==> src/rtl/prom_loader_512x8_pkg.sv <==
// Shared constants for the 512x8 decoder PROM loader and its PROM wrappers:
// image geometry and the loader FSM state encoding.
package prom_loader_512x8_pkg;

  localparam int PROM_DEPTH      = 512;
  localparam int PROM_ADDR_WIDTH = 9;
  localparam int PROM_DATA_WIDTH = 8;

  localparam logic [2:0] STATE_IDLE  = 3'd0;
  localparam logic [2:0] STATE_LOAD  = 3'd1;
  localparam logic [2:0] STATE_CHECK = 3'd2;
  localparam logic [2:0] STATE_DONE  = 3'd3;
  localparam logic [2:0] STATE_ERROR = 3'd4;

  typedef enum logic [2:0] {
    ST_IDLE  = STATE_IDLE,
    ST_LOAD  = STATE_LOAD,
    ST_CHECK = STATE_CHECK,
    ST_DONE  = STATE_DONE,
    ST_ERROR = STATE_ERROR
  } state_t;

endpackage

==> src/rtl/prom_loader_512x8_if.sv <==
// Loader control/stream signals plus the decoder-side read port, bundled so
// the image source and the decode logic share one connection point.
interface prom_loader_512x8_if #(
  parameter int ADDR_WIDTH = prom_loader_512x8_pkg::PROM_ADDR_WIDTH,
  parameter int DATA_WIDTH = prom_loader_512x8_pkg::PROM_DATA_WIDTH
);
  logic                  start_i;
  logic [DATA_WIDTH-1:0] expected_sum_i;
  logic                  in_valid_i;
  logic [DATA_WIDTH-1:0] in_data_i;
  logic                  in_ready_o;
  logic                  busy_o;
  logic                  done_o;
  logic                  error_o;
  logic [ADDR_WIDTH:0]   byte_count_o;
  logic                  clock_enable_i;
  logic [ADDR_WIDTH-1:0] address_i;
  logic [DATA_WIDTH-1:0] data_o;

  modport master (
    output start_i, expected_sum_i, in_valid_i, in_data_i, clock_enable_i, address_i,
    input  in_ready_o, busy_o, done_o, error_o, byte_count_o, data_o
  );

  modport slave (
    input  start_i, expected_sum_i, in_valid_i, in_data_i, clock_enable_i, address_i,
    output in_ready_o, busy_o, done_o, error_o, byte_count_o, data_o
  );
endinterface

==> src/rtl/prom_loader_512x8_ram_512x8_sdp.sv <==
// Simple dual-port RAM: one write port, one registered read port with clock
// enable; a colliding read returns the contents from before the write.
module ram_512x8_sdp #(
  parameter int DEPTH      = prom_loader_512x8_pkg::PROM_DEPTH,
  parameter int ADDR_WIDTH = prom_loader_512x8_pkg::PROM_ADDR_WIDTH,
  parameter int DATA_WIDTH = prom_loader_512x8_pkg::PROM_DATA_WIDTH
) (
  input  logic                  clock_i,
  input  logic                  reset_i,
  input  logic                  we,
  input  logic [ADDR_WIDTH-1:0] waddr,
  input  logic [DATA_WIDTH-1:0] wdata,
  input  logic                  re,
  input  logic [ADDR_WIDTH-1:0] raddr,
  output logic [DATA_WIDTH-1:0] rdata
);

  logic [DATA_WIDTH-1:0] mem [DEPTH];

  // NOTE: the array has no reset so it maps onto block RAM; only the output
  // register is reset, which block RAM output latches support.
  always_ff @(posedge clock_i) begin
    if (we) mem[waddr] <= wdata;
  end

  // NOTE: non-blocking reads sample mem before this edge's write lands,
  // which is exactly the read-before-write collision behaviour.
  always_ff @(posedge clock_i) begin
    if (reset_i)  rdata <= '0;
    else if (re)  rdata <= mem[raddr];
  end

endmodule

==> src/rtl/prom_loader_512x8.sv <==
// Runtime loader for the decoder PROM image: streams DEPTH bytes into RAM,
// verifies an additive checksum, and serves registered reads at all times.
module prom_loader_512x8
  import prom_loader_512x8_pkg::*;
#(
  parameter int DEPTH      = PROM_DEPTH,
  parameter int ADDR_WIDTH = PROM_ADDR_WIDTH,
  parameter int DATA_WIDTH = PROM_DATA_WIDTH
) (
  input  logic                  clock_i,
  input  logic                  reset_i,
  prom_loader_512x8_if.slave    bus
);

  state_t                state;
  logic [ADDR_WIDTH-1:0] ptr;
  logic [DATA_WIDTH-1:0] sum;
  logic [DATA_WIDTH-1:0] exp_sum;
  logic [ADDR_WIDTH:0]   count;
  logic                  ready;
  logic                  busy;
  logic                  done;
  logic                  error;
  logic                  accept;

  // ready is only ever set in LOAD, so it alone qualifies a write.
  assign accept = bus.in_valid_i & ready;

  always_ff @(posedge clock_i) begin
    if (reset_i) begin
      state   <= ST_IDLE;
      ptr     <= '0;
      sum     <= '0;
      exp_sum <= '0;
      count   <= '0;
      ready   <= 1'b0;
      busy    <= 1'b0;
      done    <= 1'b0;
      error   <= 1'b0;
    end else begin
      case (state)
        ST_IDLE, ST_DONE, ST_ERROR: begin
          if (bus.start_i) begin
            state   <= ST_LOAD;
            ptr     <= '0;
            sum     <= '0;
            count   <= '0;
            done    <= 1'b0;
            error   <= 1'b0;
            exp_sum <= bus.expected_sum_i;
            ready   <= 1'b1;
            busy    <= 1'b1;
          end
        end
        ST_LOAD: begin
          if (accept) begin
            ptr   <= ptr + 1'b1;
            sum   <= sum + bus.in_data_i;
            count <= count + 1'b1;
            // Drop ready on the last accept so a 513th byte is never taken.
            if (count == (ADDR_WIDTH+1)'(DEPTH - 1)) begin
              ready <= 1'b0;
              state <= ST_CHECK;
            end
          end
        end
        ST_CHECK: begin
          busy <= 1'b0;
          if (sum == exp_sum) begin
            done  <= 1'b1;
            state <= ST_DONE;
          end else begin
            error <= 1'b1;
            state <= ST_ERROR;
          end
        end
        default: state <= ST_IDLE;
      endcase
    end
  end

  assign bus.in_ready_o   = ready;
  assign bus.busy_o       = busy;
  assign bus.done_o       = done;
  assign bus.error_o      = error;
  assign bus.byte_count_o = count;

  ram_512x8_sdp #(
    .DEPTH      (DEPTH),
    .ADDR_WIDTH (ADDR_WIDTH),
    .DATA_WIDTH (DATA_WIDTH)
  ) u_ram (
    .clock_i (clock_i),
    .reset_i (reset_i),
    .we      (accept),
    .waddr   (ptr),
    .wdata   (bus.in_data_i),
    .re      (bus.clock_enable_i),
    .raddr   (bus.address_i),
    .rdata   (bus.data_o)
  );

endmodule

==> src/flat_wrapper.sv <==
// flat-port wrapper written by rule: the top's interface ports become plain ports
module prom_loader_512x8_flat import prom_loader_512x8_pkg::*;
#(
  parameter int DEPTH      = PROM_DEPTH,
  parameter int ADDR_WIDTH = PROM_ADDR_WIDTH,
  parameter int DATA_WIDTH = PROM_DATA_WIDTH
)
  (clock_i, reset_i, bus_start_i, bus_expected_sum_i, bus_in_valid_i, bus_in_data_i, bus_clock_enable_i, bus_address_i, bus_in_ready_o, bus_busy_o, bus_done_o, bus_error_o, bus_byte_count_o, bus_data_o);
  prom_loader_512x8_if #(.ADDR_WIDTH(ADDR_WIDTH), .DATA_WIDTH(DATA_WIDTH)) bus_i ();
  input  logic clock_i;
  input  logic reset_i;
  input wire logic [$bits(bus_i.start_i)-1:0] bus_start_i;
  input wire logic [$bits(bus_i.expected_sum_i)-1:0] bus_expected_sum_i;
  input wire logic [$bits(bus_i.in_valid_i)-1:0] bus_in_valid_i;
  input wire logic [$bits(bus_i.in_data_i)-1:0] bus_in_data_i;
  input wire logic [$bits(bus_i.clock_enable_i)-1:0] bus_clock_enable_i;
  input wire logic [$bits(bus_i.address_i)-1:0] bus_address_i;
  output wire logic [$bits(bus_i.in_ready_o)-1:0] bus_in_ready_o;
  output wire logic [$bits(bus_i.busy_o)-1:0] bus_busy_o;
  output wire logic [$bits(bus_i.done_o)-1:0] bus_done_o;
  output wire logic [$bits(bus_i.error_o)-1:0] bus_error_o;
  output wire logic [$bits(bus_i.byte_count_o)-1:0] bus_byte_count_o;
  output wire logic [$bits(bus_i.data_o)-1:0] bus_data_o;
  assign bus_i.start_i = bus_start_i;
  assign bus_i.expected_sum_i = bus_expected_sum_i;
  assign bus_i.in_valid_i = bus_in_valid_i;
  assign bus_i.in_data_i = bus_in_data_i;
  assign bus_i.clock_enable_i = bus_clock_enable_i;
  assign bus_i.address_i = bus_address_i;
  assign bus_in_ready_o = bus_i.in_ready_o;
  assign bus_busy_o = bus_i.busy_o;
  assign bus_done_o = bus_i.done_o;
  assign bus_error_o = bus_i.error_o;
  assign bus_byte_count_o = bus_i.byte_count_o;
  assign bus_data_o = bus_i.data_o;
  prom_loader_512x8 #(.DEPTH(DEPTH), .ADDR_WIDTH(ADDR_WIDTH), .DATA_WIDTH(DATA_WIDTH)) u_core (.clock_i(clock_i), .reset_i(reset_i), .bus(bus_i));
endmodule
==> config.mk <==
export PLATFORM = sky130hd
export DESIGN_NAME = prom_loader_512x8_flat
export DESIGN_NICKNAME = d
export VERILOG_FILES = /design/src/rtl/prom_loader_512x8_pkg.sv /design/src/rtl/prom_loader_512x8_if.sv /design/src/rtl/prom_loader_512x8_ram_512x8_sdp.sv /design/src/rtl/prom_loader_512x8.sv /design/src/flat_wrapper.sv
export SDC_FILE = /design/constraint.sdc
export NUM_CORES = 2
export LEC_CHECK = 0
export ABC_AREA = 0
export BUFFER_PORTS_ARGS = -buffer_cell sky130_fd_sc_hd__buf_2
export CORE_MARGIN = 5
export CORE_UTILIZATION = 40
export CTS_BUF_LIST = sky130_fd_sc_hd__clkbuf_4
export DETAILED_ROUTE_END_ITERATION = 8
export MAX_ROUTING_LAYER = met4
export SYNTH_ARGS = -nofsm -noshare
export SYNTH_HDL_FRONTEND = slang
export SYNTH_HIERARCHICAL = 1
export SYNTH_SLANG_ARGS = --single-unit
export TNS_END_PERCENT = 30
==> constraint.sdc <==
create_clock -name clock_i -period 6.6 [get_ports clock_i]
set_input_delay 1.32 -clock clock_i [delete_from_list [all_inputs] [get_ports clock_i]]
set_output_delay 1.32 -clock clock_i [all_outputs]
set_load 0.02 [all_outputs]
==> Flow_metrics.wiki <==
{| class="wikitable"
! Metric !! Value
|-
| Outcome || finished, violations left
|-
| Failing checks || max-slew violations
|-
| Power per cell area || 293 mW/mm^2
|-
| Clock buffer count from CTS || 1116
|-
| Die H || roughly 650 um
|-
| Syn_area_per_cell || between 20 and 25 um^2
|-
| Starting DRT DRC Count || 11300
|-
| Detail Route met3 WL || a little under 50 mm
|-
| Largest net degree at the start of global routing || 207
|-
| Routed met1 length || ~180 mm
|-
| Fraction of power consumed by combinational cells || 0.056
|-
| Summed instance area of the synthesized netlist || between 0.15 and 0.2 mm^2
|-
| Slew Limit Headroom || -0.0331
|-
| Number of nets in the layout || ~8600
|-
| Clock network power share || 0.401
|-
| Gate count after technology mapping || 7637
|-
| Clock Root Buffer || clkbuf_4
|-
| Yosys Warn Count || 6
|-
| Highest metal layer used by the detailed router || met4
|-
| Clock period minus final worst setup slack || 4160 ps
|-
| Vias || 86400
|-
| Overall global routing resource usage || 0.230
|-
| Endpoint required time on the critical path || 5280 ps
|-
| Clock Sinks || 4146
|-
| Post-cts sizing count || 0
|-
| Global-route wire length before repair || approximately 660 mm
|-
| Placement Setup Slack || approximately 1100 ps
|-
| Post-CTS setup repair buffer count || 0
|-
| Static Leak || roughly 0.058 uW
|-
| Share of the clock period used by the worst path after layout || 0.631
|-
| Maximum level of the CTS H-tree || 7
|-
| I/O pins || 52
|-
| Detailed route wirelength on metal2 || 223 mm
|-
| Slowest library cell on the worst path || dfxtp_1
|-
| Worst path bufs/invs || 1
|-
| Die area || 0.418 mm^2
|-
| Relative area change from synthesis to final layout || 12.5%
|-
| Initial standard-cell utilization of the core || 0.402
|-
| End-of-flow core utilization || 0.452
|-
| Antenna Nets Post-Route || 0
|-
| Sort of element at the end of the critical path || primary output
|-
| Classification of the worst setup path || register to primary output
|-
| Register Area || 0.124 mm^2
|-
| Net switching power || between 10000 and 15000 uW
|-
| Detailed-routing iteration count for the pre-antenna-repair pass || 6
|-
| Top_reg_cell synth || edfxtp_1
|-
| Share of total power in sequential cells || 0.543
|-
| Proportion of synthesized flip-flops having asynchronous set or reset || 0
|-
| Unrepaired setup endpoints after global routing || no
|-
| Count of hold-fix buffers inserted at cts || 16
|-
| MaxCap Viol Count || 0
|-
| P_int || 41300 uW
|-
| Area of combinational cells with multiple inputs || 0.0353 mm^2
|-
| Routed via count divided by cell count || around 5.9
|-
| Number of different library cells in the post-synthesis netlist || 89
|-
| Share of post-route cells with drive strength above 1 || 0.327
|-
| Worst supply voltage drop on vdd || ~0.16 mV
|-
| TritonCTS clock tree || done
|-
| Cells along the critical path || buf_2
|-
| Kind of path behind the tightest hold check || input port to register
|-
| Sum of routed wire length over all layers || ~470 mm
|-
| Buffer depth of the longest clock path || 5
|-
| Row Count || 233
|-
| Top fanout value on the critical path || 5
|-
| Worst hold slack across all endpoints || ~250 ps
|-
| Worst-margin pin slew || between 1500 and 2000 ps
|-
| Switching share of total power || 0.227
|-
| Share of the yosys chip area belonging to registers || 0.766
|-
| Post-synthesis sequential element count || between 4000 and 5000
|-
| Count of pins over their slew limit || 38
|-
| Number of fill cells || 34200
|-
| Clock tree skew after final layout || around 230 ps
|-
| Syn_nets || around 7700
|-
| Endpoints failing hold || 0
|-
| Fin Setup TNS || 0 ps
|-
| Arrival time at the worst endpoint || about 2800 ps
|-
| Startpoint type of the worst setup path || register
|-
| Remaining routing DRC violations || 0
|-
| Minimum setup slack in the final design || roughly 2400 ps
|-
| # port buffers || 51
|-
| Remaining Overflow, GRT || 0
|-
| Vias in the first global route || slightly below 90000
|-
| CP delay by family, top || flip-flops
|-
| Clock transition at the register clock pins on the worst setup and hold paths after CTS || roughly 70 ps
|-
| Wire length per cell after detailed routing || approximately 32 um
|-
| Count of flip-flops with a built-in enable after synthesis || between 4000 and 5000
|-
| HPWL Detailed || approximately 280 mm
|-
| Area of the core region || about 0.40 mm^2
|-
| Placer's final routability congestion estimate || between 0.8 and 0.9
|-
| Setup violation total in the final timing report || 0
|-
| Peak Freq || 240 MHz
|-
| Initial antenna violation count || 31
|-
| Die W || around 650 um
|-
| CP peak stage delay || around 720 ps
|-
| Clock latency reported for the late side of the worst-skew pair || between 1500 and 2000 ps
|}
placed cells by master, fill, tap and decap left out, drive strengths merged, types with 26 or more instances in the layout:
| cell type | n |
|---|---|
| nor2 | 603 |
| a22oi | 68 |
| mux2i | 263 |
| nand2 | 254 |
| a31oi | 26 |
| nor3 | 31 |
| clkbuf | 1565 |
| edfxtp | 4096 |
| a211oi | 28 |
| inv | 32 |
| buf | 282 |
| o221ai | 54 |
| mux4 | 1017 |
| mux2 | 54 |
| nand3 | 52 |
| dfxtp | 50 |
| clkinv | 189 |
| a21oi | 95 |
| o21ai | 67 |
| diode | 32 |
| o22ai | 61 |
worst paths after layout:
check / cells past startpoint / to / slack, ps / from
setup / recovery: 1 / bus_data_o[0] / 2440 / u_core/u_ram/rdata[0]
hold / removal: 3 / u_core/sum[6] / 250 / bus_in_valid_i
setup reg to reg: 4 / u_core/u_ram/mem[333][4] / 2450 / u_core/ptr[0]
hold reg to reg: 2 / u_core/bus.error_o / 450 / u_core/bus.error_o
sequential cells by signal (all words and copies together) (netlist names):
| signal | count |
|---|---|
| u_core/bus.busy_o | 1 |
| u_core/ptr | 9 |
| u_core/u_ram/mem | 4096 |
| u_core/bus.done_o | 1 |
| u_core/exp_sum | 8 |
| u_core/bus.byte_count_o | 10 |
| u_core/bus.error_o | 1 |
| u_core/u_ram/rdata | 8 |
| u_core/state | 3 |
| u_core/bus.in_ready_o | 1 |
| u_core/sum | 8 |
synth_stat cells (22+ instances only):
cell | instances | share of area
buf_2 | 120 | 0.0037
a22oi_1 | 68 | 0.0032
a31oi_1 | 26 | 0.0010
nor2_1 | 602 | 0.014
and2_1 | 22 | 0.00085
o221ai_1 | 53 | 0.0029
buf_6 | 52 | 0.0036
edfxtp_1 | 4096 | 0.76
mux2_2 | 53 | 0.0037
nor3_1 | 30 | 0.00093
nand2_1 | 254 | 0.0059
nand3_1 | 52 | 0.0016
mux2i_1 | 263 | 0.016
o21ai_0 | 64 | 0.0020
mux4_2 | 1006 | 0.14
clkbuf_1 | 181 | 0.0042
a211oi_1 | 28 | 0.0013
a21oi_1 | 95 | 0.0029
o22ai_1 | 61 | 0.0024
buf_1 | 34 | 0.00079
nor2b_1 | 22 | 0.00085
buf_4 | 56 | 0.0026
dfxtp_1 | 50 | 0.0062
worst min-delay path: cells and delay by family:
family,cells,cell delay [ps]
and+or+nand+nor,1,250
buffers and inverters,1,130
AOI/OAI and AO/OA,1,110
metal layers:
layer | global-route usage | vias up
li1 | - | 34400
met1 | 0.301 | 45800
met2 | 0.348 | 5309
met3 | 0.0555 | 845
met4 | 0.0937 | 0
met5 | - | -
area by class of cell:
| type | count | area share |
|---|---|---|
| Antenna cell | 32 | 0.000440 |
| Clock buffer | 1565 | 0.0645 |
| Clock inverter | 221 | 0.00676 |
| Inverter | 15 | 0.000433 |
| Multi-Input combinational cell | 3007 | 0.194 |
| Sequential cell | 4146 | 0.681 |
| Tap cell | 5405 | 0.0371 |
| Timing Repair Buffer | 298 | 0.0160 |
through the flow:
| step | power [uW] | instance area (um^2) | instances |
|---|---|---|---|
| floorplan | 31100 | 162000 | 7637 |
| global placement | 32500 | 169000 | 12900 |
| detailed placement | 32500 | 169000 | 12900 |
| CTS | 53900 | 182000 | 14700 |
| global route | 55600 | 182000 | 14700 |
| finish | 53400 | 182000 | 14700 |
logic make-up (layout without fill, tap and decap cells):
kind of cell,Yosys count,count (layout),share of synthesized area
compound gates,561,561,0.0245
other cells,0,32,0
mux,1334,1334,0.162
simple gates,1077,1077,0.0283
xor+xnor,25,25,0.00135
flops,4146,4146,0.766
fa+ha+maj,10,10,0.000819
buf+inv,484,2099,0.0178
power by group through the flow:
stage               logic (uW)  clock network [uW]  registers, uW
floorplan                 1550                   0          29500
global placement          2930                   0          29600
detailed placement        2970                   0          29600
CTS                       2990               21900          29000
global route              3100               23500          29000
finish                    2990               21400          29000
(Power assumes the default switching activity.)
